### config.mk
export PLATFORM = sky130hd
export DESIGN_NAME = instr_packer
export DESIGN_NICKNAME = d
export VERILOG_FILES = /design/src/rtl/instr_packer_pkg.sv /design/src/rtl/rvc_compressor.sv /design/src/rtl/instr_packer.sv
export SDC_FILE = /design/constraint.sdc
export NUM_CORES = 1
export LEC_CHECK = 0
export ABC_AREA = 1
export BUFFER_PORTS_ARGS = -buffer_cell sky130_fd_sc_hd__buf_4
export CAP_MARGIN = 20
export CORE_ASPECT_RATIO = 1.75
export CORE_MARGIN = 5
export CORE_UTILIZATION = 50
export DETAILED_ROUTE_END_ITERATION = 8
export PLACE_DENSITY = 0.81
export SLEW_MARGIN = 20
export SYNTH_ARGS = -nofsm -noshare
export SYNTH_HDL_FRONTEND = slang
export SYNTH_SLANG_ARGS = --single-unit
### constraint.sdc
create_clock -name clk -period 1.9 [get_ports clk]
set_input_delay 0.095 -clock clk [delete_from_list [all_inputs] [get_ports clk]]
set_output_delay 0.095 -clock clk [all_outputs]
set_load 0.01 [all_outputs]
### src/rtl/instr_packer_pkg.sv
// Shared RV32I/RVC encodings, packer state and byte order helper.
// Used by rvc_compressor and instr_packer (and the fetch path swap).
package instr_packer_pkg;

  localparam logic [6:0] OP_IMM = 7'b0010011;
  localparam logic [6:0] OP     = 7'b0110011;
  localparam logic [6:0] LOAD   = 7'b0000011;
  localparam logic [6:0] STORE  = 7'b0100011;

  localparam logic [2:0] F3_ADD = 3'b000;
  localparam logic [2:0] F3_W   = 3'b010;

  localparam logic [1:0] Q0 = 2'b00;
  localparam logic [1:0] Q1 = 2'b01;
  localparam logic [1:0] Q2 = 2'b10;

  localparam logic [2:0] CF3_ADDI = 3'b000;
  localparam logic [2:0] CF3_LI   = 3'b010;
  localparam logic [2:0] CF3_LW   = 3'b010;
  localparam logic [2:0] CF3_SW   = 3'b110;
  localparam logic [3:0] CF4_MV   = 4'b1000;
  localparam logic [3:0] CF4_ADD  = 4'b1001;

  localparam logic [15:0] C_NOP = 16'h0001;

  typedef enum logic [1:0] {
    EMPTY,
    HALF,
    PAD
  } state_t;

  function automatic logic [31:0] bswap32(
    input logic [31:0] w
  );
    return {w[7:0], w[15:8], w[23:16], w[31:24]};
  endfunction

endpackage

### src/rtl/rvc_compressor.sv
// Maps a 32-bit RV32I instruction to RVC form over a small subset.
// Ports: instr in; is_comp flags a hit, c_instr holds the parcel.
module rvc_compressor
  import instr_packer_pkg::*;
(
  input  logic [31:0] instr,
  output logic        is_comp,
  output logic [15:0] c_instr
);

  logic [6:0]  opc;
  logic [4:0]  rd;
  logic [2:0]  f3;
  logic [4:0]  rs1;
  logic [4:0]  rs2;
  logic [6:0]  f7;
  logic [11:0] imm_i;
  logic [11:0] imm_s;

  assign opc   = instr[6:0];
  assign rd    = instr[11:7];
  assign f3    = instr[14:12];
  assign rs1   = instr[19:15];
  assign rs2   = instr[24:20];
  assign f7    = instr[31:25];
  assign imm_i = instr[31:20];
  assign imm_s = {instr[31:25], instr[11:7]};

  logic is_addi, is_add, is_lw, is_sw;
  logic imm6_ok, imm_nz, lw_ok, sw_ok;

  assign is_addi = (opc == OP_IMM) && (f3 == F3_ADD);
  assign is_add  = (opc == OP) && (f3 == F3_ADD)
                && (f7 == 7'd0);
  assign is_lw   = (opc == LOAD) && (f3 == F3_W);
  assign is_sw   = (opc == STORE) && (f3 == F3_W);

  // imm fits 6-bit signed: upper bits all copies of bit 5
  assign imm6_ok = (&imm_i[11:5]) | ~(|imm_i[11:5]);
  assign imm_nz  = |imm_i;

  // word offset 0..124, registers in x8..x15
  assign lw_ok = (imm_i[11:7] == 5'd0)
              && (imm_i[1:0] == 2'd0)
              && (rd[4:3] == 2'b01)
              && (rs1[4:3] == 2'b01);
  assign sw_ok = (imm_s[11:7] == 5'd0)
              && (imm_s[1:0] == 2'd0)
              && (rs2[4:3] == 2'b01)
              && (rs1[4:3] == 2'b01);

  always_comb begin
    is_comp = 1'b0;
    c_instr = 16'h0000;
    unique case (1'b1)
      is_addi && rd == 5'd0 && rs1 == 5'd0
        && !imm_nz: begin
        is_comp = 1'b1;
        c_instr = C_NOP;
      end
      is_addi && rd != 5'd0 && rd == rs1
        && imm6_ok && imm_nz: begin
        is_comp = 1'b1;
        c_instr = {CF3_ADDI, imm_i[5], rd,
                   imm_i[4:0], Q1};
      end
      is_addi && rs1 == 5'd0 && rd != 5'd0
        && imm6_ok: begin
        is_comp = 1'b1;
        c_instr = {CF3_LI, imm_i[5], rd,
                   imm_i[4:0], Q1};
      end
      is_add && rd != 5'd0 && rd == rs1
        && rs2 != 5'd0: begin
        is_comp = 1'b1;
        c_instr = {CF4_ADD, rd, rs2, Q2};
      end
      is_add && rs1 == 5'd0 && rd != 5'd0
        && rs2 != 5'd0: begin
        is_comp = 1'b1;
        c_instr = {CF4_MV, rd, rs2, Q2};
      end
      is_lw && lw_ok: begin
        is_comp = 1'b1;
        c_instr = {CF3_LW, imm_i[5:3], rs1[2:0],
                   imm_i[2], imm_i[6], rd[2:0], Q0};
      end
      is_sw && sw_ok: begin
        is_comp = 1'b1;
        c_instr = {CF3_SW, imm_s[5:3], rs1[2:0],
                   imm_s[2], imm_s[6], rs2[2:0], Q0};
      end
      default: ;
    endcase
  end

endmodule

### src/rtl/instr_packer.sv
// Compresses an RV32I stream and packs 16/32-bit parcels into words.
// Ports: in_* valid/ready stream in; out_* byte-swapped word out.
module instr_packer
  import instr_packer_pkg::*;
#(
  parameter int ADDR_W      = 10,
  parameter bit COMPRESS_EN = 1'b1
) (
  input  logic              clk,
  input  logic              rst_n,
  input  logic              in_valid,
  output logic              in_ready,
  input  logic [31:0]       in_instr,
  input  logic              in_last,
  output logic              out_valid,
  input  logic              out_ready,
  output logic [31:0]       out_word,
  output logic [ADDR_W-1:0] out_addr,
  output logic              out_last
);

  logic        comp_hit;
  logic [15:0] c_instr;

  rvc_compressor u_comp (
    .instr   (in_instr),
    .is_comp (comp_hit),
    .c_instr (c_instr)
  );

  state_t      state_q, state_d;
  logic [15:0] hold_q, hold_d;
  logic        load;
  logic [31:0] load_word;
  logic        load_last;
  logic        o_free, in_fire, is_c;

  assign is_c     = COMPRESS_EN && comp_hit;
  assign o_free   = !out_valid || out_ready;
  assign in_ready = o_free && (state_q != PAD);
  assign in_fire  = in_valid && in_ready;

  always_comb begin
    state_d   = state_q;
    hold_d    = hold_q;
    load      = 1'b0;
    load_word = 32'h0;
    load_last = 1'b0;
    unique case (state_q)
      EMPTY: begin
        if (in_fire) begin
          if (is_c) begin
            hold_d  = c_instr;
            state_d = in_last ? PAD : HALF;
          end else begin
            load      = 1'b1;
            load_word = in_instr;
            load_last = in_last;
          end
        end
      end
      HALF: begin
        if (in_fire) begin
          load = 1'b1;
          if (is_c) begin
            load_word = {c_instr, hold_q};
            load_last = in_last;
            hold_d    = 16'h0;
            state_d   = EMPTY;
          end else begin
            // low half closes this word, high half carries over
            load_word = {in_instr[15:0], hold_q};
            hold_d    = in_instr[31:16];
            state_d   = in_last ? PAD : HALF;
          end
        end
      end
      PAD: begin
        if (o_free) begin
          load      = 1'b1;
          load_word = {C_NOP, hold_q};
          load_last = 1'b1;
          hold_d    = 16'h0;
          state_d   = EMPTY;
        end
      end
      default: state_d = EMPTY;
    endcase
  end

  always_ff @(posedge clk) begin
    if (!rst_n) begin
      state_q <= EMPTY;
      hold_q  <= 16'h0;
    end else begin
      state_q <= state_d;
      hold_q  <= hold_d;
    end
  end

  always_ff @(posedge clk) begin
    if (!rst_n) begin
      out_valid <= 1'b0;
      out_word  <= 32'h0;
      out_addr  <= '0;
      out_last  <= 1'b0;
    end else begin
      if (out_valid && out_ready) begin
        out_valid <= 1'b0;
        out_addr  <= out_last ? '0
                   : out_addr + ADDR_W'(1);
      end
      if (load) begin
        out_valid <= 1'b1;
        out_word  <= bswap32(load_word);
        out_last  <= load_last;
      end
    end
  end

endmodule
==> flow_summary_export.csv, run 1 <==
group,metric,value,unit
clock_network,clock_path_buffers,2,
synthesis,ys.flop_type,"dfxtp_1",
clock_network,clock_sinks,62,
clock_network,cts_tree,"yes",
clock_network,cts_htree_levels,3,
grt,first_global_vias,5463,
routing,wirelength,17.0,mm
synthesis,synth_mux_area_frac,0,
clock_network,cts_hold_buf,0,
synthesis,yosys_register_bits,62,
timing,tightest_slew,0.441,ns
synthesis,syn_area_per_cell,6.12,sq um
timing,hold_viol,0,
hold_path,min_path_type,"input port to register",
finish,n_antenna_cell,0,
synthesis,async_flop_share,0,
worst_setup_path,max_stage_delay,0.36,ns
worst_setup_path,r2r_setup_slack,-0.06,ns
routing,drtAntennaViolNets,0,
pwr,p_int,0.00401,W
synthesis,syn_area,4380,sq um
pwr,power_switching,0.00261,W
worst_setup_path,crit_required,2.18,ns
synthesis,yosys.area_share.simple,0.458,
grt,grtUsageTotal,0.315,
timing,fmax,511,MHz
pwr,p_comb_frac,0.466,
pwr,ir_drop,0.651,mV
run_status,violations,"negative setup slack",
worst_setup_path,arrival,2.24,ns
run_status,run_status,"finished, violations left",
grt,antenna_found_initial,0,
timing,skew,0.00602,ns
timing,maxSlewHeadroom,0.704,
finish,multiInputGateArea,2780,sq um
worst_setup_path,crit_fanout,5,
floorplan,die_h,134,um
timing,rsz0062_at_grt,"yes",
finish,drive_gt1_frac,0.323,
worst_setup_path,cp-start-kind,"register",
pwr,switching_share,0.395,
routing,vias,5493,
grt,grt.overflow.total,0,
synthesis,yosys_warnings,0,
floorplan,die_w,80.7,um
pwr,clock_power_share,0.254,
routing,viasPerCell,5.41,
pwr,seqPwrFrac,0.280,
synthesis,synthAdderAreaFrac,0.0172,
timing,slew_viol_final,0,
grt,grt_pass1_wl,26.0,mm
routing,drt_iter0_drc,437,
place,gp_congestion,0.972,
floorplan,coreArea,8610,sq um
synthesis,yosysUniqueCellTypes,42,
worst_setup_path,end_kind,"register",
synthesis,synth_compound_area_frac,0.129,
worst_setup_path,crit_slowest_cell,"dfxtp_2",
routing,detail_route.wl_per_cell,16.8,um
timing,min_period,1.96,ns
clock_network,clock_latency,0.33,ns
pwr,p_total,0.00662,W
synthesis,syn-instance-count,715,
finish,num-fill-cells,701,
worst_setup_path,worstPathCellList,"inv_4, ha_4, nor2_4, nand2_4, nand2_2, o21ai_2, a211oi_2, nand2_4, buf_12, buf_8, a21oi_4, nand2_1, inv_1",
floorplan,initial_core_util,0.508,
routing,first_pass_iters,5,
finish,final_util,0.730,
synthesis,synth_edf_count,0,
timing,finalSetupViolations,6,
clock_network,root_buffer,"clkbuf_16",
routing,drcViolationCount,0,
floorplan,die_area,10800,sq um
pwr,powerDensity,1050,nW/um^2
pwr,leakagePower,3.05,nW
finish,fin_nets,937,
timing,setup_ws,-0.0576,ns
place,place.detailed.hpwl,13.4,mm
synthesis,synth_top_family_by_area,"simple AND/OR/NAND/NOR gates",
worst_setup_path,crit_top_cell,"nand2_4",
floorplan,num_rows,45,
flow_run,max_cap_violations,0,
finish,regArea,1240,sq um
synthesis,synth-xor-area-share,0.00801,
finish,area_delta_synth_final,43.8,%
place,numPortBuffers,81,
synthesis,seq_area_frac_synth,0.284,
floorplan,io_pins,82,
timing,period_share,1.03,
worst_setup_path,critical_path_class,"register to register",
clock_network,cts.clk_slew.worst_paths,0.06,ns
timing,holdWs,0.0981,ns
grt,grt_max_degree,33,
clock_network,cts_buffers,9,
synthesis,synth_fp_nets,758,
## per-layer routing
metal / vias up / GRT usage / wire length, um
met5: - / 0 / 0
met4: 0 / 0.227 / 1370
met3: 97 / 0.0474 / 865
met2: 262 / 0.583 / 8960
met1: 2486 / 0.301 / 5830
li1: 2648 / - / -
## area by class of cell
cell class,instances,share of cell area
clock inverters,7,0.0131
well taps,117,0.0233
repair buffers,190,0.236
inverters,82,0.0517
clock buffers,9,0.0358
multi-input cells,549,0.442
flip-flops and latches,62,0.198
## timing repair
item                                   CTS  global route
cloned                                   0             0
pin swaps                                1            15
endpoints found under the hold margin    0             0
setup endpoints to repair               16            43
gates resized for setup                  1            35
buffers inserted                         2             3
## critical path, delay by kind of cell (launching register included)
| family | cells | cell delay [ns] |
|---|---|---|
| buf+inv | 4 | 0.38 |
| flops | 1 | 0.36 |
| simple gates | 5 | 0.51 |
| fa+ha+maj | 1 | 0.16 |
| compound gates | 3 | 0.50 |
## stage by stage
stage	area [sq um]	setup WS, ns	setup TNS, ns	instances
CTS	6130	0.00203	0	1013
global route	6290	-0.154	-2.24	1016
finish	6290	-0.0576	-0.199	1016
floorplan	4390	0.0312	0	715
global placement	5810	-0.208	-5.30	995
detailed placement	5810	-0.218	-6.17	995
## cells by family (layout without fill, tap and decap cells)
logic type / count (synthesis) / count (layout)
buffers and inverters: 104 / 288
and+or+nand+nor: 436 / 436
xor gates and xnor gates: 4 / 4
adders and majority gates: 6 / 6
AOI/OAI and AO/OA: 103 / 103
DFF: 62 / 62
## path summary, 6_finish.rpt
kind               startpoint     endpoint  cells past startpoint
hold / removal      out_ready    out_valid                      3
setup reg to reg   state_q[0]    hold_q[8]                     13
hold reg to reg   out_word[5]  out_word[5]                      2
setup / recovery   state_q[0]    hold_q[8]                     13
## Yosys cell counts (3+ instances only)
master	instances	share of area
a21oi_1	46	0.053
a21oi_2	7	0.014
buf_2	6	0.0069
buf_4	3	0.0051
buf_6	4	0.010
clkbuf_1	8	0.0069
dfxtp_1	62	0.28
ha_1	6	0.017
inv_1	60	0.051
inv_2	20	0.017
nand2_1	209	0.18
nand2_2	7	0.010
nand2_4	3	0.0077
nand3_1	34	0.039
nand3_2	5	0.011
nand4_1	18	0.026
nor2_1	115	0.099
nor2_2	6	0.0086
nor2_4	7	0.018
nor3_1	15	0.017
nor3_2	5	0.011
o21ai_0	26	0.030
o21ai_1	15	0.017
o22ai_1	4	0.0057
## power by group through the flow
stage          clock network (W)  registers [W]  logic (W)
3_3_place_gp                   0        0.00183    0.00275
6_report                 0.00168        0.00185    0.00309
2_1_floorplan                  0        0.00194    0.00153
5_1_grt                  0.00173        0.00188    0.00337
3_5_place_dp                   0        0.00185    0.00283
4_1_cts                  0.00168        0.00184    0.00289
## layout by cell type (no fill, tap or decap), types with 3 or more instances in the layout
cell type / instances
a21oi_1: 46
a21oi_2: 6
buf_12: 3
buf_4: 182
buf_6: 4
clkbuf_16: 9
dfxtp_1: 60
ha_1: 4
inv_1: 58
inv_2: 19
inv_4: 4
nand2_1: 206
nand2_2: 8
nand2_4: 5
nand3_1: 34
nand3_2: 5
nand4_1: 18
nor2_1: 110
nor2_2: 9
nor2_4: 9
nor3_1: 15
nor3_4: 3
o21ai_0: 24
o21ai_1: 16
o22ai_1: 4
## sequential cells by signal, indices dropped and copies added, names as in the netlist
| signal | count |
|---|---|
| hold_q | 16 |
| out_addr | 10 |
| out_last | 1 |
| out_valid | 1 |
| out_word | 32 |
| state_q | 2 |
(Power assumes the default switching activity.)
==> run 2: changes to the inputs <==
- SKIP_CTS_REPAIR_TIMING: not set -> 1
==> flow_summary_export.csv, run 2 (same netlist as run 1, synthesis figures left out) <==
group,metric,value,unit
grt,grt_max_degree,33,
hold_path,min_path_type,"input port to register",
routing,drt_iter0_drc,594,
clock_network,cts_buffers,9,
finish,reg_top3,"out_word: 32 flops, hold_q: 16 flops, out_addr: 10 flops",
finish,top_register,"out_word",
grt,first_global_vias,5454,
worst_setup_path,critical_path_class,"register to register",
pwr,leakagePower,3.19,nW
pwr,clock_power_share,0.226,
pwr,ir_drop,0.594,mV
place,gp_congestion,0.972,
run_status,run_status,"finished, violations left",
pwr,powerDensity,1130,nW/um^2
grt,antenna_found_initial,0,
timing,rsz0062_at_grt,"yes",
timing,setup_ws,-0.171,ns
timing,holdWs,0.0764,ns
pwr,p_comb_frac,0.524,
routing,wirelength,19.2,mm
place,place.detailed.hpwl,13.4,mm
finish,mostFrequentLayoutCells,"197 x nand2_1, 186 x buf_4, 103 x nor2_1, 60 x dfxtp_1, 57 x inv_1",
timing,min_period,2.07,ns
grt,grt_pass1_wl,26.1,mm
place,dp_worst_setup_slack,-0.218,ns
timing,fmax,483,MHz
clock_network,clock_path_buffers,2,
finish,final_util,0.770,
floorplan,io_pins,82,
floorplan,num_rows,45,
grt,grt.overflow.total,0,
routing,first_pass_iters,6,
pwr,seqPwrFrac,0.250,
floorplan,die_h,134,um
finish,drive_gt1_frac,0.362,
worst_setup_path,crit_fanout,6,
finish,fin_nets,953,
finish,n_antenna_cell,0,
finish,final_common_cell,"nand2_1",
place,numPortBuffers,81,
routing,viasPerCell,5.71,
worst_setup_path,end_kind,"register",
worst_setup_path,crit_required,2.10,ns
floorplan,coreArea,8610,sq um
finish,area_delta_synth_final,51.7,%
clock_network,clock_sinks,62,
flow_run,max_cap_violations,0,
pwr,p_int,0.00440,W
clock_network,clock_latency,0.34,ns
routing,vias,5895,
finish,largest_reg_flops,32,
timing,tightest_slew,0.433,ns
pwr,switching_share,0.412,
clock_network,root_buffer,"clkbuf_16",
timing,hold_viol,0,
routing,drcViolationCount,0,
worst_setup_path,arrival,2.27,ns
clock_network,cts_htree_levels,3,
floorplan,die_area,10800,sq um
pwr,power_switching,0.00308,W
grt,grtUsageTotal,0.315,
floorplan,die_w,80.7,um
timing,tns,-2.63,ns
timing,maxSlewHeadroom,0.709,
timing,skew,0.00555,ns
pwr,p_total,0.00748,W
timing,slew_viol_final,0,
clock_network,cts_tree,"yes",
run_status,violations,"negative setup slack",
worst_setup_path,cp-start-kind,"register",
routing,drtAntennaViolNets,0,
routing,detail_route.wl_per_cell,18.6,um
floorplan,initial_core_util,0.508,
clock_network,cts.clk_slew.worst_paths,0.06,ns
timing,finalSetupViolations,40,
timing,period_share,1.09,
run 2: cell types whose count changed in the layout (fill, tap and decap cells not counted), moves of 4 or more:
cell     change
o21ai_2      +4
nand2_4      +9
buf_4        +4
nor2_1       -7
o21ai_0      -4
nand2_1      -9
nor2_4       +7
buf_6        +7
run 2: worst paths after layout:
| check | from | endpoint | slack [ns] | depth (start not counted) |
|---|---|---|---|---|
| max | state_q[0] | out_word[22] | -0.17 | 15 |
| max reg2reg | state_q[0] | out_word[22] | -0.17 | 15 |
| min | out_ready | out_valid | 0.08 | 3 |
| min reg2reg | out_word[5] | out_word[5] | 0.46 | 2 |
run 2: critical path: stages, from the launching register on:
cell and delay (ns):
dfxtp_2 0.36, inv_4 0.05, ha_4 0.17, nor2_4 0.13, nand2_4 0.07, buf_6 0.13
nor2_4 0.13, inv_2 0.07, nand2_4 0.08, clkinv_4 0.07, nand2_1 0.12, nand2_4 0.12
buf_4 0.16, buf_6 0.13, nand2_1 0.08, a21oi_1 0.08
run 2: cell type report:
cell class,instances,area (sq um)
Multi-Input combinational cell,550,2940
Fill cell,632,1980
Timing Repair Buffer,203,1650
Sequential cell,62,1240
Inverter,82,338
Clock buffer,9,225
Tap cell,117,146
Clock inverter,7,82.6
Timing Repair inverter,2,20.0
run 2: layer usage:
metal  GRT usage  share of wire  vias to the layer above  wire length (um)
met3      0.0467          0.069                      168              1320
met4       0.229           0.10                        0              2000
met2       0.582           0.51                      408              9740
met1       0.302           0.32                     2643              6090
met5           0              0                        -                 0
li1            -              -                     2676                 -
run 2: metrics by stage:
| step | cells | instance area, sq um |
|---|---|---|
| 3_5_place_dp | 995 | 5810 |
| 2_1_floorplan | 715 | 4390 |
| 6_report | 1032 | 6640 |
| 4_1_cts | 1011 | 6120 |
| 3_3_place_gp | 995 | 5810 |
| 5_1_grt | 1032 | 6640 |
run 2: power groups by stage:
stage                     clock network [W]  registers (W)  logic [W]
after floorplan                           0        0.00194    0.00153
after global placement                    0        0.00183    0.00275
after detailed placement                  0        0.00185    0.00283
after CTS                           0.00168        0.00184    0.00287
after global routing                0.00174        0.00190    0.00416
final                               0.00169        0.00187    0.00392
